$ cat src/rtl/btn_conditioner.sv
// Per-channel synchroniser, debouncer and press/release edge detector for active-low pushbuttons.
// Defining BTN_AUTOREPEAT_EN adds a held-button auto-repeat on btn_press.
module btn_conditioner #(
  parameter int NUM_BTN         = 2,
  parameter int DEBOUNCE_CYCLES = 50000,
  parameter int CNT_W           = 16,
  parameter int REPEAT_CYCLES   = 25000000
) (
  input  logic               Clk,
  input  logic               Reset_n,
  input  logic [NUM_BTN-1:0] btn_raw_n,
  output logic [NUM_BTN-1:0] btn_level_n,
  output logic [NUM_BTN-1:0] btn_press,
  output logic [NUM_BTN-1:0] btn_release
);

  localparam longint CNT_MAX = (longint'(1) << CNT_W) - 1;

  if (DEBOUNCE_CYCLES < 1 || longint'(DEBOUNCE_CYCLES) > CNT_MAX) begin : g_bad_debounce
    $error("btn_conditioner: DEBOUNCE_CYCLES out of range for CNT_W");
  end
`ifdef BTN_AUTOREPEAT_EN
  if (REPEAT_CYCLES < 1 || longint'(REPEAT_CYCLES) > CNT_MAX) begin : g_bad_repeat
    $error("btn_conditioner: REPEAT_CYCLES out of range for CNT_W");
  end
`else
  if (REPEAT_CYCLES < 1) begin : g_bad_repeat
    $error("btn_conditioner: REPEAT_CYCLES must be positive");
  end
`endif

  typedef enum logic [1:0] {ST_UP, ST_WAIT_DN, ST_DOWN, ST_WAIT_UP} state_t;

  // Per-channel FSM state; visible hierarchically as g_ch[i].ch_q for checkers.
  typedef struct packed {
    state_t           state;
    logic [CNT_W-1:0] cnt;
  } chan_t;

  localparam logic [CNT_W-1:0] DB_LAST = CNT_W'(DEBOUNCE_CYCLES);
  localparam bit               DIRECT  = (DEBOUNCE_CYCLES == 1);

  logic [NUM_BTN-1:0] s1, s2;

  always_ff @(posedge Clk or negedge Reset_n) begin
    if (!Reset_n) begin
      s1 <= '1;
      s2 <= '1;
    end else begin
      s1 <= btn_raw_n;
      s2 <= s1;
    end
  end

  for (genvar i = 0; i < NUM_BTN; i++) begin : g_ch
    chan_t ch_q, ch_d;
    logic  level_q, press_q, release_q;
    logic  level_d, press_d, release_d;
    logic  rep_fire;

    always_ff @(posedge Clk or negedge Reset_n) begin
      if (!Reset_n) begin
        ch_q.state <= ST_UP;
        ch_q.cnt   <= '0;
        level_q    <= 1'b1;
        press_q    <= 1'b0;
        release_q  <= 1'b0;
      end else begin
        ch_q      <= ch_d;
        level_q   <= level_d;
        press_q   <= press_d;
        release_q <= release_d;
      end
    end

    // A reversal in a WAIT state returns to the stable state and drops the whole count.
    always_comb begin
      ch_d = ch_q;
      case (ch_q.state)
        ST_UP: begin
          if (!s2[i]) begin
            ch_d.state = DIRECT ? ST_DOWN : ST_WAIT_DN;
            ch_d.cnt   = DIRECT ? '0 : CNT_W'(1);
          end
        end
        ST_WAIT_DN: begin
          if (s2[i]) begin
            ch_d.state = ST_UP;
            ch_d.cnt   = '0;
          end else if (ch_q.cnt == DB_LAST) begin
            ch_d.state = ST_DOWN;
            ch_d.cnt   = '0;
          end else if (ch_q.cnt != '1) begin
            ch_d.cnt = ch_q.cnt + CNT_W'(1);
          end
        end
        ST_DOWN: begin
          if (s2[i]) begin
            ch_d.state = DIRECT ? ST_UP : ST_WAIT_UP;
            ch_d.cnt   = DIRECT ? '0 : CNT_W'(1);
          end
        end
        default: begin
          if (!s2[i]) begin
            ch_d.state = ST_DOWN;
            ch_d.cnt   = '0;
          end else if (ch_q.cnt == DB_LAST) begin
            ch_d.state = ST_UP;
            ch_d.cnt   = '0;
          end else if (ch_q.cnt != '1) begin
            ch_d.cnt = ch_q.cnt + CNT_W'(1);
          end
        end
      endcase
    end

    always_comb begin
      level_d   = (ch_d.state == ST_UP) || (ch_d.state == ST_WAIT_DN);
      press_d   = (ch_d.state == ST_DOWN) &&
                  (ch_q.state == ST_UP || ch_q.state == ST_WAIT_DN);
      release_d = (ch_d.state == ST_UP) &&
                  (ch_q.state == ST_DOWN || ch_q.state == ST_WAIT_UP);
      press_d   = press_d | rep_fire;
    end

`ifdef BTN_AUTOREPEAT_EN
    localparam logic [CNT_W-1:0] REP_LAST = CNT_W'(REPEAT_CYCLES - 1);
    logic [CNT_W-1:0] rep_q, rep_d;

    // Counts cycles spent continuously in DOWN; cleared whenever DOWN is left.
    always_comb begin
      rep_d    = '0;
      rep_fire = 1'b0;
      if (ch_q.state == ST_DOWN && ch_d.state == ST_DOWN) begin
        if (rep_q == REP_LAST) rep_fire = 1'b1;
        else                   rep_d    = rep_q + CNT_W'(1);
      end
    end

    always_ff @(posedge Clk or negedge Reset_n) begin
      if (!Reset_n) rep_q <= '0;
      else          rep_q <= rep_d;
    end
`else
    assign rep_fire = 1'b0;
`endif

    assign btn_level_n[i] = level_q;
    assign btn_press[i]   = press_q;
    assign btn_release[i] = release_q;
  end

endmodule

$ cat config.mk
export PLATFORM = sky130hd
export DESIGN_NAME = btn_conditioner
export DESIGN_NICKNAME = d
export VERILOG_FILES = /design/src/rtl/btn_conditioner.sv
export SDC_FILE = /design/constraint.sdc
export NUM_CORES = 1
export LEC_CHECK = 0
export BUFFER_PORTS_ARGS = -buffer_cell sky130_fd_sc_hd__buf_2
export CAP_MARGIN = 10
export CORE_ASPECT_RATIO = 2
export CORE_MARGIN = 3
export CORE_UTILIZATION = 60
export DETAILED_ROUTE_END_ITERATION = 16
export MAX_ROUTING_LAYER = met4
export PLACE_DENSITY_LB_ADDON = 0.3
export SETUP_SLACK_MARGIN = 0.4
export SLEW_MARGIN = 15
export SYNTH_ARGS = -nofsm -noshare
export SYNTH_HDL_FRONTEND = slang
export SYNTH_SLANG_ARGS = --single-unit
$ cat constraint.sdc
create_clock -name Clk -period 4.6 [get_ports Clk]
set_clock_uncertainty 0.15 [all_clocks]
set_input_delay 0.23 -clock Clk [delete_from_list [all_inputs] [get_ports Clk]]
set_output_delay 0.23 -clock Clk [all_outputs]
set_load 0.02 [all_outputs]
### Word-level counts from Yosys, hierarchy flattened

Cells that the tools add are included.

* register bits: 46
* input port bits: 4
* output and inout bits: 6
* word-level logic and storage cells: 66

* add/sub/neg operators: 2
* eq/ne operators: 18
* multiplexer cells: 18
* reduce and logical (&&, ||, !) cells: 16

Operators with widths (count)
* $mux W18: 8
* $pmux W18 S3: 2
* $mux W16: 4
* $add A16 B1 Y16 const B: 2
* $eq A16 B16 Y1 const B: 2
* $ne A16 B16 Y1 const B: 2
* $eq A2 B2 Y1 const B: 6
* $eq A2 B1 Y1 const B: 4
* $logic_not A2 Y1: 4
* $mux W2: 4
* $ne A2 B2 Y1 const B: 4
* $logic_or A1 B1 Y1: 6
* $logic_and A1 B1 Y1: 4
* $reduce_and A2 Y1: 2

### Logic depth before layout (Yosys ltp)

Gate-level depths: netlist (run 1).

* depth in word-level cells: 7
* mapped depth: 9

### Worst setup path after synthesis (run 1)

OpenSTA, ideal clock, no wires.

* path kind: register -> register
* start point: register g_ch[1].ch_q[0] in the netlist's numbering
* end point: register g_ch[1].ch_q[13] in the netlist's numbering
* library setup time: 0.083 ns
* arrival time: 1.846 ns
* path slack: 2.521 ns
* cell stages (with the launch flop): 7
* path buffers: 0
* period minus slack after synthesis: 2.079 ns
* cells stage by stage: dfrtp_1 -> ha_1 -> and3_1 -> nand3_1 -> or4bb_1 -> or3_1 -> o21ai_0

* word-level cells in the longest chain between the ends: 5

Ends and longest elaborated chain
* from (decl): line 56 `chan_t ch_q, ch_d;`
* from (signal assigned): line 69 `ch_q <= ch_d;`
* $add A16 B1 Y16 or $ne A16 B16 Y1 (tied branches)
* $mux W16: line 93, 110
* $mux W16 (*): line 90 `end else if (ch_q.cnt == DB_LAST) begin`
* $mux W18 (on tied branches): line 104, 87
* $pmux W18 S3 (*): line 79 `case (ch_q.state)`

Every way passes the cells marked *; elsewhere a longest branch is shown, timed or not.
A chain may end at the register's enable or synchronous reset.

### Worst setup path in the final report (run 1)

* start point: register g_ch[1].ch_q[0] in the netlist's numbering
* end point: register g_ch[1].ch_q[14] in the netlist's numbering

Same word-level chain as after synthesis.

==> flow_metrics.env, run 1 <==
export IMPL_total_leakage_power_nw=1.04
export IMPL_numCtsBuffers=5
export IMPL_fmaxAchievable_mhz=410
export IMPL_finalSetupTns_ns=0
export IMPL_period_share_pct=53.0
export IMPL_cp_end_kind="flop"
export IMPL_nFillCells=360
export IMPL_drv_cap=0
export IMPL_yosysMostFrequentCell="dfrtp_1"
export IMPL_syn2layout_area_growth_pct=5.60
export IMPL_multi_input_area_sq_um=1280
export IMPL_ctsHoldBuffers=3
export IMPL_setup_violations=0
export IMPL_total_power_w=0.000719
export IMPL_synth_area_leaders="dfrtp_1 (39%), dfstp_2 (6.1%), nand2_1 (4.7%), a21oi_1 (3.9%), nand3_1 (3.7%)"
export IMPL_antenna_found_initial=0
export IMPL_place_congestion=0.929
export IMPL_synthCells=278
export IMPL_antenna_left=0
export IMPL_viasPerCell=6.48
export IMPL_ys_async_sr_fraction_pct=100
export IMPL_seqCellArea_sq_um=1160
export IMPL_rsz0062_at_grt="no"
export IMPL_routedWlPerCell_um=16.9
export IMPL_ys_ff_latch=46
export IMPL_worstMarginPinSlew_ns=0.995
export IMPL_grt_start_max_net_pins=47
export IMPL_htreeDepth=2
export IMPL_routed_wl_mm=5.68
export IMPL_grt_pass1_wl_mm=9.87
export IMPL_dieWidth_um=52.3
export IMPL_synth_fp_nets=286
export IMPL_ys_seq_area_share_pct=45.1
export IMPL_hold_path_class="flop to flop"
export IMPL_synth_cell_types=54
export IMPL_diodes=0
export IMPL_clk_latency_ns=0.30
export IMPL_finalCriticalPeriod_ns=2.44
export IMPL_dr_pass1_iters=4
export IMPL_cts_clk_slew_worst_paths_ns=0.09
export IMPL_grt_pass1_vias=2248
export IMPL_crit_fanout=22
export IMPL_status="complete, no violations"
export IMPL_yosys_area_top_type_share_pct=39.0
export IMPL_cts_tree="done"
export IMPL_cts_root_buffer="clkbuf_8"
export IMPL_drtIter0Drc=63
export IMPL_slew_viol_final=0
export IMPL_synth_commonest_cells="dfrtp_1 (40), nand2_1 (32), a21oi_1 (20)"
export IMPL_finalHoldViolCount=0
export IMPL_routed_via_count=2178
export IMPL_drive_gt1_share_pct=13.4
export IMPL_start_kind="flop"
export IMPL_syn_area_sq_um=2570
export IMPL_syn_avg_cell_area_sq_um=9.24
export IMPL_synthFlopType="dfrtp_1"
export IMPL_io_buffers=9
export IMPL_rows=33
export IMPL_dieArea_sq_um=5150
export IMPL_ctsResizeCount=0
export IMPL_cellPowerDensity_nw_per_um2=265
export IMPL_gr_usage_all_layers_pct=25.8
export IMPL_yosys_warnings=0
export IMPL_ios=10
export IMPL_cp_required_ns=4.64
export IMPL_core_sq_um=4130
export IMPL_clk_path_buf_depth=2
export IMPL_crit_type="flop to flop"
export IMPL_num_nets_final=291
export IMPL_ir_worst_vdd_uv=177
export IMPL_post_cts_buffers=0
export IMPL_synth_edf_count=0
export IMPL_grt_remaining_overflow=0
export IMPL_hpwl_mm=4.11
export IMPL_yosysTopAreaCell="dfrtp_1"
export IMPL_numClockSinks=46
export IMPL_relSlewSlack_pct=33.7
export IMPL_worstPathArrival_ns=2.48
export IMPL_drc=0
export IMPL_die_h_um=98.5
export IMPL_start_util_pct=62.2
logic make-up after synthesis:
family | count (synthesis) | share of synthesized area, %
AO/OA/AOI/OAI | 77 | 19.7
AND/OR/NAND/NOR | 123 | 27.3
buffers and inverters | 26 | 5.21
adder cells (fa/ha/maj) | 4 | 1.95
flip-flops | 46 | 45.1
XOR/XNOR | 2 | 0.682
metrics by stage:
| step | hold slack [ns] | std cells | utilization [%] | area (sq um) | setup slack, ns |
|---|---|---|---|---|---|
| floorplan | -0.216 | 278 | - | 2570 | 2.52 |
| global placement | 0.185 | 325 | 62.8 | 2590 | 1.92 |
| detailed placement | 0.186 | 325 | 62.8 | 2590 | 1.79 |
| CTS | 0.210 | 336 | 65.6 | 2710 | 1.76 |
| global route | 0.219 | 336 | 65.7 | 2710 | 1.97 |
| finish | 0.209 | 336 | 65.7 | 2710 | 2.16 |
critical path, cell delays in order (launching register included):
cell	delay, ns
dfrtp_1	0.39
inv_1	0.07
ha_1	0.19
nor4b_1	0.13
and4_1	0.22
nor2_2	0.67
nand2_1	0.20
o41ai_1	0.30
path summary, 6_finish.rpt:
kind / start / end / slack, ns / depth (start not counted)
setup reg to reg: g_ch[1].ch_q[0] / g_ch[1].ch_q[14] / 2.16 / 7
hold / removal: s1[0] / s2[0] / 0.21 / 0
min in group asynchronous: Reset_n / g_ch[1].ch_q[17] / 0.49 / 2
setup / recovery: g_ch[1].ch_q[0] / g_ch[1].ch_q[14] / 2.16 / 7
hold reg to reg: s1[0] / s2[0] / 0.21 / 0
max in group asynchronous: Reset_n / g_ch[0].ch_q[12] / 3.19 / 2
power by group:
part	switching, W	internal (W)
Sequential	0.00000769	0.000413
Combinational	0.0000345	0.0000177
Clock	0.000138	0.000107
sequential cells by signal (all words and copies together) (netlist names):
signal / count
g_ch.ch_q: 36
g_ch.level_q: 2
g_ch.press_q: 2
g_ch.release_q: 2
s1: 2
s2: 2
cells in the final DEF, fill, tap and decap left out, types with 6 or more instances in the layout:
cell     instances
nor3_1           8
dfstp_2          6
dfrtp_1         40
and4_1           6
nor2_1          15
a31oi_1         14
nand2_1         32
a21oi_1         20
nand3_1         19
buf_2            9
inv_1           11
o21ai_0         15
area by class of cell:
class                   instances  area share (%)
well taps                      52            2.40
inverters                      11            1.52
multi-input cells             206            47.1
repair buffers                 13            3.04
clock buffers                   6            2.68
flip-flops and latches         46            42.7
clock inverters                 2           0.507
routing by layer:
metal  up-vias  share of wire, %  global-route usage (%)
met5         -                 0                       -
met4         0               5.4                    16.9
met3        25               2.8                    3.33
met2        53                56                    45.7
met1      1060                36                    24.7
li1       1040                 -                       -
Note: power is estimated with default switching activity, not from simulation.
==> inputs of run 2 (changes only) <==
clock period = 2.4 ns   (was 4.6 ns; I/O delays follow)
==> run 2 against run 1 <==
Against the previous run:
- global-route usage rose by 2.5 points
- sequential share of layout area fell by 6.0 points
- register-to-register slack got worse by 1.9 ns
- wire length rose by 27%
- non-clock buffer count rose by 31
- sequential cell count did not move
- first-iteration DRC count rose by 71%
- worst setup slack got worse by 1.9 ns
- sequential power rose by 93%
- via count rose by 12%
- hold slack improved by 0.0022 ns
- critical endpoint is now g_ch[0].level_q
- largest cell class unchanged
==> flow_metrics.env, run 2 (synthesis results as in run 1) <==
export IMPL_status="complete, no violations"
export IMPL_core_sq_um=4130
export IMPL_total_leakage_power_nw=1.25
export IMPL_numClockSinks=46
export IMPL_dpl_worst_slack_ns=0.257
export IMPL_cp_required_ns=2.50
export IMPL_numCtsBuffers=5
export IMPL_antenna_left=0
export IMPL_drive_gt1_share_pct=36.3
export IMPL_final_area_sq_um=3190
export IMPL_die_h_um=98.5
export IMPL_routedWlPerCell_um=19.5
export IMPL_gr_usage_all_layers_pct=28.3
export IMPL_fin_cells=369
export IMPL_finalSetupTns_ns=0
export IMPL_syn2layout_area_growth_pct=24.4
export IMPL_grt_remaining_overflow=0
export IMPL_rsz0062_at_grt="yes"
export IMPL_p_comb_share_pct=10.0
export IMPL_worstMarginPinSlew_ns=0.571
export IMPL_rows=33
export IMPL_crit_type="flop to flop"
export IMPL_routed_via_count=2441
export IMPL_period_share_pct=90.6
export IMPL_num_nets_final=324
export IMPL_relSlewSlack_pct=61.9
export IMPL_place_area_sq_um=2650
export IMPL_largest_reg_flops=36
export IMPL_drc=0
export IMPL_dp_cells=329
export IMPL_drtIter0Drc=108
export IMPL_p_sw_w=0.000371
export IMPL_place_congestion=0.930
export IMPL_hold_path_class="flop to flop"
export IMPL_cts_tree="done"
export IMPL_cts_root_buffer="clkbuf_8"
export IMPL_setup_violations=0
export IMPL_grt_pass1_vias=2325
export IMPL_start_util_pct=62.2
export IMPL_worst_slack_ns=0.225
export IMPL_layout_common_cells="dfrtp_1 (30), buf_4 (30), nand2_1 (28)"
export IMPL_diodes=0
export IMPL_antenna_found_initial=0
export IMPL_slew_viol_final=0
export IMPL_fmaxAchievable_mhz=460
export IMPL_routed_wl_mm=7.21
export IMPL_dr_pass1_iters=4
export IMPL_hpwl_mm=4.20
export IMPL_crit_fanout=6
export IMPL_power_share_clock_pct=33.3
export IMPL_cts_clk_slew_worst_paths_ns=0.09
export IMPL_finalCriticalPeriod_ns=2.17
export IMPL_finalHoldViolCount=0
export IMPL_dieWidth_um=52.3
export IMPL_dieArea_sq_um=5150
export IMPL_fin_util_pct=77.4
export IMPL_io_buffers=9
export IMPL_drv_cap=0
export IMPL_grt_pass1_wl_mm=10.7
export IMPL_htreeDepth=2
export IMPL_cp_end_kind="flop"
export IMPL_ios=10
export IMPL_p_seq_share_pct=56.8
export IMPL_clk_latency_ns=0.30
export IMPL_viasPerCell=6.62
export IMPL_clk_path_buf_depth=2
export IMPL_max_flop_register="g_ch.ch_q"
export IMPL_worstPathArrival_ns=2.27
export IMPL_start_kind="flop"
export IMPL_cellInternalPower_w=0.00106
export IMPL_ir_worst_vdd_uv=386
export IMPL_grt_start_max_net_pins=47
export IMPL_swShare_pct=26.0
export IMPL_cellPowerDensity_nw_per_um2=447
## run 2: changes by cell type in the layout (fill, tap and decap cells not counted), moves of 4 or more
cell     before  now
buf_4         1   30
dfrtp_1      40   30
dfrtp_2       0   10
nand2_1      32   28
nor2_4        0    4
o21ai_0      15   11
## run 2: power by group through the flow
stage	registers (W)	logic, W	clock network, W
final	0.000811	0.000142	0.000475
after global routing	0.000813	0.000158	0.000510
after CTS	0.000806	0.000118	0.000485
after detailed placement	0.000821	0.0000994	0
after global placement	0.000820	0.0000978	0
after floorplan	0.000818	0.0000646	0
## run 2: final timing paths
kind	to	start	slack, ns	depth (start not counted)
max	g_ch[0].level_q	g_ch[0].ch_q[7]	0.23	7
min	s2[0]	s1[0]	0.21	0
max reg2reg	g_ch[0].level_q	g_ch[0].ch_q[7]	0.23	7
min reg2reg	s2[0]	s1[0]	0.21	0
max in group asynchronous	g_ch[0].ch_q[4]	Reset_n	1.39	3
min in group asynchronous	g_ch[1].ch_q[11]	Reset_n	0.28	3
## run 2: critical path, stage by stage, from the launching register on
cell	delay (ns)
dfrtp_2	0.44
or4_4	0.58
nor4_4	0.33
buf_4	0.20
buf_4	0.12
nand2_4	0.08
nand2_2	0.09
o21a_1	0.13
## run 2: what timing repair did
item / CTS / global route
hold buffers: 3 / 0
hold endpoints to repair: 42 / 0
setup buffers: 15 / 12
cloned: 1 / 1
endpoints found under the setup margin: 28 / 38
gates resized for setup: 20 / 40
pin swaps: 10 / 25
## run 2: area by class of cell
| cell class | count | area [sq um] |
|---|---|---|
| Inverter | 11 | 41.3 |
| Fill cell | 271 | 935 |
| Timing Repair Buffer | 44 | 327 |
| Multi-Input combinational cell | 208 | 1500 |
| Sequential cell | 46 | 1170 |
| Clock buffer | 6 | 72.6 |
| Clock inverter | 2 | 13.8 |
| Tap cell | 52 | 65.1 |
## run 2: layer usage
| layer | GRT usage (%) | vias to the layer above | wire, um |
|---|---|---|---|
| met3 | 3.78 | 39 | 283 |
| li1 | - | 1119 | - |
| met1 | 27.3 | 1178 | 2480 |
| met4 | 16.5 | 0 | 388 |
| met5 | - | - | 0 |
| met2 | 50.7 | 105 | 4060 |
## run 2: per-stage QoR
step	total power [W]	hold WS, ns
6_report	0.00143	0.211
5_1_grt	0.00148	0.218
4_1_cts	0.00141	0.213
3_5_place_dp	0.000921	0.0764
3_3_place_gp	0.000918	0.0745
2_1_floorplan	0.000882	-0.326
